==> src/rtl/slave_port.sv <==
// slave_port: bit-serial write receiver that assembles address/data and hands them to a write-only slave
module slave_port #(
    parameter int ADDR_W  = 12,
    parameter int DATA_W  = 8,
    parameter int TIMEOUT = 16
) (
    input  logic              clk,
    input  logic              rst,
    input  logic              sp_addr,
    input  logic              sp_wdata,
    input  logic              sp_valid,
    output logic              sp_ready,
    output logic [ADDR_W-1:0] s_addr,
    output logic [DATA_W-1:0] s_wdata,
    output logic              s_valid,
    input  logic              s_ready,
    output logic              abort
);
    localparam int H  = ADDR_W - DATA_W;
    localparam int CW = $clog2(ADDR_W + 1);
    localparam int IW = $clog2(TIMEOUT + 2);

    localparam logic [1:0] IDLE    = 2'd0;
    localparam logic [1:0] RX_ADDR = 2'd1;
    localparam logic [1:0] RX_DATA = 2'd2;
    localparam logic [1:0] WRITE   = 2'd3;

    logic [1:0]        state_q, state_d;
    logic [CW-1:0]     count_q, count_d;
    logic [IW-1:0]     idle_q, idle_d;
    logic [ADDR_W-1:0] addr_q, addr_d;
    logic [DATA_W-1:0] wdata_q, wdata_d;
    logic              abort_q, abort_d;
    logic              beat, rx, timeout;

    assign sp_ready = state_q != WRITE;
    assign beat     = sp_valid && sp_ready;
    assign rx       = state_q == RX_ADDR || state_q == RX_DATA;
    // fires on the stall cycle that brings the idle count up to TIMEOUT
    assign timeout  = TIMEOUT != 0 && rx && !sp_valid && idle_q == IW'(TIMEOUT - 1);

    assign s_addr  = addr_q;
    assign s_wdata = wdata_q;
    assign s_valid = state_q == WRITE;
    assign abort   = abort_q;

    always_comb begin
        state_d = state_q;
        count_d = count_q;
        addr_d  = addr_q;
        wdata_d = wdata_q;
        idle_d  = (rx && !sp_valid) ? idle_q + 1'b1 : '0;
        abort_d = timeout;
        if (beat) begin
            addr_d  = {addr_q[ADDR_W-2:0], sp_addr};
            count_d = count_q + 1'b1;
        end
        if (beat && state_q == RX_DATA)
            wdata_d = {wdata_q[DATA_W-2:0], sp_wdata};
        case (state_q)
            IDLE:    if (beat) state_d = (H == 1) ? RX_DATA : RX_ADDR;
            RX_ADDR: if (beat && count_q == CW'(H - 1)) state_d = RX_DATA;
            RX_DATA: if (beat && count_q == CW'(ADDR_W - 1)) state_d = WRITE;
            default: begin
                if (s_ready) begin
                    state_d = IDLE;
                    count_d = '0;
                end
            end
        endcase
        if (timeout) begin
            state_d = IDLE;
            count_d = '0;
            idle_d  = '0;
        end
    end

    always_ff @(posedge clk) begin
        if (rst) begin
            state_q <= IDLE;
            count_q <= '0;
            idle_q  <= '0;
            addr_q  <= '0;
            wdata_q <= '0;
            abort_q <= 1'b0;
        end else begin
            state_q <= state_d;
            count_q <= count_d;
            idle_q  <= idle_d;
            addr_q  <= addr_d;
            wdata_q <= wdata_d;
            abort_q <= abort_d;
        end
    end
endmodule

==> config.mk <==
export PLATFORM = sky130hd
export DESIGN_NAME = slave_port
export DESIGN_NICKNAME = d
export VERILOG_FILES = /design/src/rtl/slave_port.sv
export SDC_FILE = /design/constraint.sdc
export NUM_CORES = 1
export LEC_CHECK = 0
export ABC_CLOCK_PERIOD_IN_PS = 3160
export CAP_MARGIN = 20
export CORE_UTILIZATION = 45
export DETAILED_ROUTE_END_ITERATION = 8
export PLACE_DENSITY = 0.83
export SETUP_SLACK_MARGIN = 0.2
export SLEW_MARGIN = 10
export SYNTH_ARGS = -nofsm -noshare
export SYNTH_HDL_FRONTEND = slang
export SYNTH_SLANG_ARGS = --single-unit
==> constraint.sdc <==
create_clock -name clk -period 3.16 [get_ports clk]
set_input_delay 0.474 -clock clk [delete_from_list [all_inputs] [get_ports clk]]
set_output_delay 0.474 -clock clk [all_outputs]
set_load 0.05 [all_outputs]
# Word level (Yosys, flattened, before mapping)
# Cells that the tools add are included.
[totals]
input_bits = 6
output_inout_bits = 23
ff_bits = 32
[op_classes]
mux = 8
eq_ne = 10
add_sub_neg = 2
n_reduce_logical = 14
n_bitwise = 1
[ops]
columns = ["operator", "n"]
rows = [
  ["$mux W4", 3],
  ["$mux W2", 4],
  ["$logic_and A1 B1 Y1", 6],
  ["$pmux W2 S3", 1],
  ["$reduce_or A3 Y1", 2],
  ["$add A5 B1 Y5 const B", 1],
  ["$eq A5 B4 Y1 const B", 1],
  ["$add A4 B1 Y4 const B", 1],
  ["$eq A2 B2 Y1 const B", 2],
  ["$eq A4 B2 Y1 const B", 1],
  ["$eq A4 B4 Y1 const B", 1],
  ["$ne A2 B1 Y1 const B", 2],
  ["$ne A2 B2 Y1 const B", 2],
  ["$reduce_and A4 Y1", 1],
  ["$reduce_bool A4 Y1", 1],
  ["$eq A2 B1 Y1 const B", 1],
  ["$logic_not A2 Y1", 1],
  ["$reduce_or A2 Y1", 1],
  ["$logic_not A1 Y1", 1],
  ["$logic_or A1 B1 Y1", 1],
  ["$not A1 Y1", 1],
]

# Depth between registers and ports, before layout
# Gate-level depths: netlist of the first run.
[depth]
word_depth = 5
mapped_depth = 7
ltp_nobuf = 6

# Worst setup path before layout of the first run
# OpenSTA, ideal clock, no wires.
[synth_timing]
kind = "register -> output"
startpoint = "register state_q[0]"
endpoint = "output port sp_ready"
required_time_ns = 2.686
setup_slack_ns = 1.419
arrival_ns = 1.267
path_stages_with_launch = 3
cell_sequence = "dfxtp_1 -> ha_1 -> inv_1"
[synth_via]
elab_chain_cells = 1
[synth_rtl]
columns = ["item", "line_no", "rtl"]
rows = [
  ["start: declaration", "28", "logic [1:0] state_q, state_d;"],
  ["start signal: assignment", "87", "state_q <= state_d;"],
  ["$ne A2 B2 Y1", "36", "assign sp_ready = state_q != WRITE;"],
  ["end: declaration", "12", "output logic sp_ready,"],
]
# No other way between the ends.

# Final worst setup path of the first run
[layout_timing]
startpoint = "register state_q[0]"
endpoint = "output port s_valid"
[layout_via]
elab_chain_cells = 1
[layout_rtl]
columns = ["item", "line_no", "rtl"]
rows = [
  ["$eq A2 B2 Y1", "44", "assign s_valid = state_q == WRITE;"],
  ["end: declaration", "15", "output logic s_valid,"],
]
# No other way between the ends.

==> impl_metrics.tcl, run 1 <==
set metrics [dict create \
    run_status "completed" \
    hold_class "register to register" \
    critPathKind "register to output pin" \
    fp-row-count 19 \
    avgViaCountPerCell 5.23 \
    global_route.usage.met1_pct 21.8 \
    required_ns 2.69 \
    tritoncts_clock_tree "yes" \
    net-switching-power_uw 296 \
    netlist-cell-type-count 24 \
    totalWireLength_um 2590 \
    synth_seq_area_share_pct 49.3 \
    grt_util_all_layers_pct 18.1 \
    timing_max_transition_violations_final 0 \
    setup.worst_path.end "s_valid" \
    clock_insertion_delay_worst_skew_ns 0.32 \
    first_pass_iters 5 \
    worst-path-max-fanout 5 \
    timing.critical_path.from_type "register" \
    floorplan.core_area_um2 2730 \
    design.portCount 29 \
    setup_viol_count_final 0 \
    htreeDepth 2 \
    worstReg2RegEnd "state_q[0]" \
    cp_data_arrival_time_ns 1.83 \
    detail_route.drc_violations 0 \
    worst_ir_drop_vdd_v 0.000397 \
    hold_buffers 0 \
    timing.final.crit_share_pct 72.8 \
    die_h_um 55.7 \
    timing.max_cap.violations 0 \
    yosys_register_bits 32 \
    globalplace.congestion 0.866 \
    die_w_um 55.7 \
    post_layout_power_uw 892 \
    slew_headroom_pct 66.6 \
    antenna_violations_before_repair 0 \
    rsz0062_at_grt "false" \
    total_leakage_power_nw 0.598 \
    num_cts_buffers 5 \
    globalRouteMet3Util_pct 7.44 \
    power_frac_seq_pct 50.3 \
    drt_iter0_markers 20 \
    fin_area_um2 1650 \
    p_sw_share_pct 33.2 \
    place_area_um2 1600 \
    max_clock_freq_ghz 0.435 \
    clockRootBuffer "sky130_fd_sc_hd__clkbuf_4" \
    syn_nets 169 \
    num_antenna_cells 0 \
    power_density_nw_per_um2 541 \
    finalHoldViolCount 0 \
    grt-busiest-layer "met2" \
    cts_resized 0 \
    count_of_mapped_cells_out_of_synthesis 155 \
    first_global_vias 1034 \
    area_growth_syn_to_layout_pct 27.0 \
    ctsLongestPathBuffers 2 \
    nets 199 \
    die_area_um2 3100 \
    globalRouteMet2Util_pct 27.7 \
    synth_area_um2 1300 \
    clkPwrFrac_pct 23.6 \
    timing.clock.skew_ns 0.00686 \
    final.hold.worst_slack_ns 0.468 \
    power.internal_uw 596 \
    grt_max_degree 26 \
    antenna_violating_nets_post_route 0 \
    route.vias.total 1129 \
    final.setup.tns_ns 0 \
    setup_crit_end_kind "output pin" \
    post-cts-setup-buffer-count 0 \
    worst_slew_pin_slew_ns 0.499 \
    yosys_warnings 0 \
    power.combinational.fraction_pct 26.1 \
    grt_first_pass_wirelength_um 4370 \
    start_util_pct 47.5 \
    setup.reg_to_reg.worst_slack_ns 1.38 \
    syn-mean-instance-area_um2 8.38 \
    dp_hpwl_um 1850 \
    port_buffers 28 \
    reg2reg_from "state_q[0]" \
    timing.critical_path.from "state_q[0]" \
    cts.sinks 32 \
    worst_r2r_path_depth 6 \
    clk_pin_slew_worst_paths_ns 0.09 \
    min_period_ns 2.30 \
    grt_remaining_overflow 0 \
    layout-drive-gt1-share_pct 5.41 \
    avgRoutedWirePerCell_um 12.0 \
]
-- worst min path at each step --
stage	from	end	slack, ns	cells after the start
after floorplan	idle_q[0]	idle_q[0]	0.42	1
after global placement	idle_q[0]	idle_q[0]	0.43	1
after detailed placement	idle_q[0]	idle_q[0]	0.46	1
after CTS	idle_q[0]	idle_q[0]	0.48	1
after global routing	idle_q[0]	idle_q[0]	0.50	1
final	idle_q[0]	idle_q[0]	0.47	1
-- flip-flops by register name (all words and copies together), names as in the netlist --
name and count:
idle_q 5, count_q 4, state_q 2, s_wdata 8, s_addr 12, abort 1
-- critical path, stage by stage, from the launching register on --
cell,delay [ns]
sky130_fd_sc_hd__dfxtp_1,0.42
sky130_fd_sc_hd__ha_1,0.26
sky130_fd_sc_hd__clkdlybuf4s50_1,0.83
-- power groups by stage --
stage                     combinational (mW)  clock (mW)  sequential, mW
after floorplan                        0.167           0           0.464
after global placement                 0.217           0           0.456
after detailed placement               0.231           0           0.458
after CTS                              0.231       0.217           0.449
after global routing                   0.259       0.240           0.453
final                                  0.233       0.210           0.449
-- layer usage --
metal	vias up	part of all wire [%]
met5	-	0
met4	0	2.2
met3	8	5.2
met2	35	46
met1	516	46
li1	570	-
-- per-stage QoR --
| stage | instances | util [%] | setup WS [ns] |
|---|---|---|---|
| final | 216 | 60.3 | 0.861 |
| after global placement | 209 | 58.6 | 1.08 |
| after CTS | 216 | 60.3 | 0.837 |
| after detailed placement | 209 | 58.6 | 1.01 |
| after floorplan | 155 | - | 1.42 |
| after global routing | 216 | 60.3 | 0.744 |
-- cells in the final DEF, fill, tap and decap left out --
cell type	netlist	routed
sky130_fd_sc_hd__mux2i_1	3	3
sky130_fd_sc_hd__dfxtp_1	32	32
sky130_fd_sc_hd__a21oi_1	22	22
sky130_fd_sc_hd__xor2_1	2	2
sky130_fd_sc_hd__or2_1	1	1
sky130_fd_sc_hd__nor2b_1	1	1
sky130_fd_sc_hd__clkbuf_4	0	5
sky130_fd_sc_hd__a221oi_1	1	1
sky130_fd_sc_hd__inv_1	5	5
sky130_fd_sc_hd__nor2_1	9	9
sky130_fd_sc_hd__nand3_1	9	9
sky130_fd_sc_hd__ha_1	8	8
sky130_fd_sc_hd__and4bb_2	1	1
sky130_fd_sc_hd__clkinv_2	0	1
sky130_fd_sc_hd__nor4_1	1	1
sky130_fd_sc_hd__inv_2	1	1
sky130_fd_sc_hd__nand2_1	44	44
sky130_fd_sc_hd__or4b_1	1	1
sky130_fd_sc_hd__a31oi_1	1	1
sky130_fd_sc_hd__and3_1	1	1
sky130_fd_sc_hd__clkbuf_1	4	1
sky130_fd_sc_hd__clkdlybuf4s50_1	0	28
sky130_fd_sc_hd__buf_4	0	2
sky130_fd_sc_hd__nand2b_1	1	1
sky130_fd_sc_hd__nand4bb_1	1	1
sky130_fd_sc_hd__nand4_1	1	1
sky130_fd_sc_hd__xnor2_1	2	2
-- final cells by class --
cell class | instances | area (um2)
Clock buffer | 6 | 41.3
Clock inverter | 1 | 5.00
Sequential cell | 32 | 641
Fill cell | 245 | 1080
Timing Repair Buffer | 30 | 295
Tap cell | 31 | 38.8
Inverter | 6 | 22.5
Multi-Input combinational cell | 110 | 606
-- logic make-up (layout without fill, tap and decap cells) --
| family | after synthesis | in the layout | synth area share (%) |
|---|---|---|---|
| xor gates and xnor gates | 4 | 4 | 2.70 |
| muxes | 3 | 3 | 2.31 |
| adders and majority gates | 8 | 8 | 7.71 |
| and+or+nand+nor | 71 | 71 | 24.3 |
| buffers and inverters | 13 | 43 | 4.05 |
| AOI/OAI and AO/OA | 24 | 24 | 9.63 |
| DFF | 32 | 32 | 49.3 |
-- synthesized netlist by cell type --
cell type / number / share of area, %
sky130_fd_sc_hd__nand4bb_1: 1 / 0.87
sky130_fd_sc_hd__ha_1: 8 / 7.7
sky130_fd_sc_hd__nand2b_1: 1 / 0.48
sky130_fd_sc_hd__a21oi_1: 22 / 8.5
sky130_fd_sc_hd__and3_1: 1 / 0.48
sky130_fd_sc_hd__inv_1: 5 / 1.4
sky130_fd_sc_hd__nor2_1: 9 / 2.6
sky130_fd_sc_hd__and4bb_2: 1 / 0.96
sky130_fd_sc_hd__xor2_1: 2 / 1.3
sky130_fd_sc_hd__nand2_1: 44 / 13
sky130_fd_sc_hd__or2_1: 1 / 0.48
sky130_fd_sc_hd__nor2b_1: 1 / 0.48
sky130_fd_sc_hd__a221oi_1: 1 / 0.67
sky130_fd_sc_hd__dfxtp_1: 32 / 49
sky130_fd_sc_hd__nand4_1: 1 / 0.48
sky130_fd_sc_hd__nor4_1: 1 / 0.48
sky130_fd_sc_hd__xnor2_1: 2 / 1.3
sky130_fd_sc_hd__or4b_1: 1 / 0.77
sky130_fd_sc_hd__nand3_1: 9 / 3.5
sky130_fd_sc_hd__a31oi_1: 1 / 0.48
sky130_fd_sc_hd__inv_2: 1 / 0.29
sky130_fd_sc_hd__mux2i_1: 3 / 2.3
sky130_fd_sc_hd__clkbuf_1: 4 / 1.2
sky130_fd_sc_hd__buf_2: 3 / 1.2
Power figures use the tool's default switching activity.
==> inputs of run 2 (changes only) <==
--- a/config.mk
+++ b/config.mk
@@ -5,7 +5,7 @@
 export SDC_FILE = /design/constraint.sdc
 export NUM_CORES = 1
 export LEC_CHECK = 0
-export ABC_CLOCK_PERIOD_IN_PS = 3160
+export ABC_CLOCK_PERIOD_IN_PS = 2200
 export CAP_MARGIN = 20
 export CORE_UTILIZATION = 45
 export DETAILED_ROUTE_END_ITERATION = 8
==> constraint.sdc (replaced) <==
create_clock -name clk -period 2.2 [get_ports clk]
set_input_delay 0.33 -clock clk [delete_from_list [all_inputs] [get_ports clk]]
set_output_delay 0.33 -clock clk [all_outputs]
set_load 0.05 [all_outputs]
==> run 2 against run 1 <==
Sequential cell count is the same. Core utilization rose by 0.46 points. Critical path type unchanged. Critical path depth unchanged. Cell count increased by 0.93%. Clock power is 45% higher. Routed wire length fell by 5.4%. Design area increased by 0.76%.
==> impl_metrics.tcl, run 2 (synthesis results as in run 1) <==
set metrics [dict create \
    num_antenna_cells 0 \
    reg2reg_from "state_q[0]" \
    crit_path_max_incr_delay_ns 0.55 \
    clockRootBuffer "sky130_fd_sc_hd__clkbuf_4" \
    timing.max_cap.violations 0 \
    design.portCount 29 \
    grt_first_pass_wirelength_um 4190 \
    dp_cells 211 \
    tritoncts_clock_tree "yes" \
    finalHoldViolCount 0 \
    setup_viol_count_final 0 \
    max_clock_freq_ghz 0.540 \
    totalWireLength_um 2450 \
    slew_headroom_pct 66.1 \
    cts.sinks 32 \
    worstReg2RegEnd "state_q[0]" \
    layout-drive-gt1-share_pct 6.42 \
    min_period_ns 1.85 \
    run_status "completed" \
    fp-row-count 19 \
    worstPathCellList "ha_1, dlygate4sd2_1" \
    dp_hpwl_um 1760 \
    route.vias.total 1110 \
    most_common_cell_after_layout_fill_and_taps_aside "sky130_fd_sc_hd__nand2_1" \
    total_leakage_power_nw 0.611 \
    worst_slack_at_placement_ns 0.404 \
    worst-path-max-fanout 5 \
    timing.final.crit_share_pct 84.2 \
    num_cts_buffers 5 \
    floorplan.core_area_um2 2730 \
    largest_reg_flops 12 \
    die_area_um2 3100 \
    die_w_um 55.7 \
    nets 201 \
    mostFrequentLayoutCells "44 x sky130_fd_sc_hd__nand2_1, 32 x sky130_fd_sc_hd__dfxtp_1, 26 x sky130_fd_sc_hd__clkdlybuf4s50_1, 22 x sky130_fd_sc_hd__a21oi_1" \
    globalplace.congestion 0.784 \
    timing_max_transition_violations_final 0 \
    worst_slack_ns 0.348 \
    clk_pin_slew_worst_paths_ns 0.09 \
    worst_r2r_path_depth 6 \
    stdcell_count 218 \
    critical-path-slowest-cell "sky130_fd_sc_hd__dlygate4sd2_1" \
    worstHoldEndpoint "idle_q[0]" \
    htreeDepth 2 \
    detail_route.drc_violations 0 \
    min_delay_path_depth 1 \
    antenna_violating_nets_post_route 0 \
    critPathKind "register to output pin" \
    ctsLongestPathBuffers 2 \
    grt_max_degree 22 \
    worst_ir_drop_vdd_v 0.000534 \
    final.setup.tns_ns 0 \
    hold_class "register to register" \
    clock_insertion_delay_worst_skew_ns 0.33 \
    setup_crit_end_kind "output pin" \
    avgViaCountPerCell 5.09 \
    required_ns 1.87 \
    setup.reg_to_reg.worst_slack_ns 0.44 \
    hp-start "idle_q[0]" \
    worst_slew_pin_slew_ns 0.506 \
    timing.clock.skew_ns 0.00884 \
    power_density_nw_per_um2 770 \
    hold_buffers 0 \
    rsz0062_at_grt "false" \
    avgRoutedWirePerCell_um 11.2 \
    antenna_violations_before_repair 0 \
    drt_iter0_markers 25 \
    start_util_pct 47.5 \
    port_buffers 28 \
    first_pass_iters 4 \
    cp_data_arrival_time_ns 1.52 \
    grt_util_all_layers_pct 17.4 \
    die_h_um 55.7 \
    area_growth_syn_to_layout_pct 27.9 \
    post-cts-setup-buffer-count 0 \
    first_global_vias 1015 \
    grt_remaining_overflow 0 \
    timing.critical_path.from_type "register" \
]
run 2: changes by cell type in the layout (fill, tap and decap cells not counted), sizes merged:
| cell | delta |
|---|---|
| buf | +2 |
| clkdlybuf4s50 | -2 |
| dlygate4sd2 | +2 |
run 2: how the worst max path moves through the flow:
stage | end | start | cells past startpoint
floorplan | s_addr[0] | state_q[0] | 5
global placement | count_q[3] | sp_valid | 6
detailed placement | count_q[3] | sp_valid | 6
CTS | s_valid | state_q[0] | 2
global route | sp_ready | state_q[0] | 3
finish | s_valid | state_q[0] | 2
run 2: layout make-up:
class | count | area [um2]
fillers | 249 | 1070
inverters | 6 | 22.5
clock inverters | 1 | 5.00
flip-flops and latches | 32 | 641
clock buffers | 6 | 41.3
well taps | 31 | 38.8
repair buffers | 32 | 308
multi-input cells | 110 | 606
run 2: report_power, final:
group / internal, mW / leakage (nW) / switching, mW
Combinational: 0.130 / 0.324 / 0.201
Clock: 0.117 / 0.0281 / 0.188
Sequential: 0.611 / 0.259 / 0.0318
run 2: critical path: cells and delay by family, from the launching register on:
family,cells,cell delay [ns]
flip-flops,1,0.41
buffers and inverters,1,0.55
adder cells (fa/ha/maj),1,0.24
run 2: through the flow:
step           hold WS (ns)  area [um2]  utilization, %  power [mW]
6_report              0.453        1660            60.8        1.28
5_1_grt               0.482        1660            60.8        1.35
4_1_cts               0.460        1660            60.8        1.29
2_1_floorplan         0.418        1300               -       0.906
3_5_place_dp          0.446        1620            59.2       0.989
3_3_place_gp          0.429        1620            59.2       0.970
run 2: what timing repair did:
action | in CTS | in global routing
hold endpoints to repair | 0 | 0
gates resized for setup | 2 | 0
endpoints found under the setup margin | 2 | 0
run 2: layer usage:
layer  GRT usage (%)  vias to the layer above  wire length, um
li1                -                      574                -
met1            18.8                      502             1100
met2            30.1                       29             1160
met3            5.35                        5              135
met4            9.64                        0               51
met5               0                        -                0
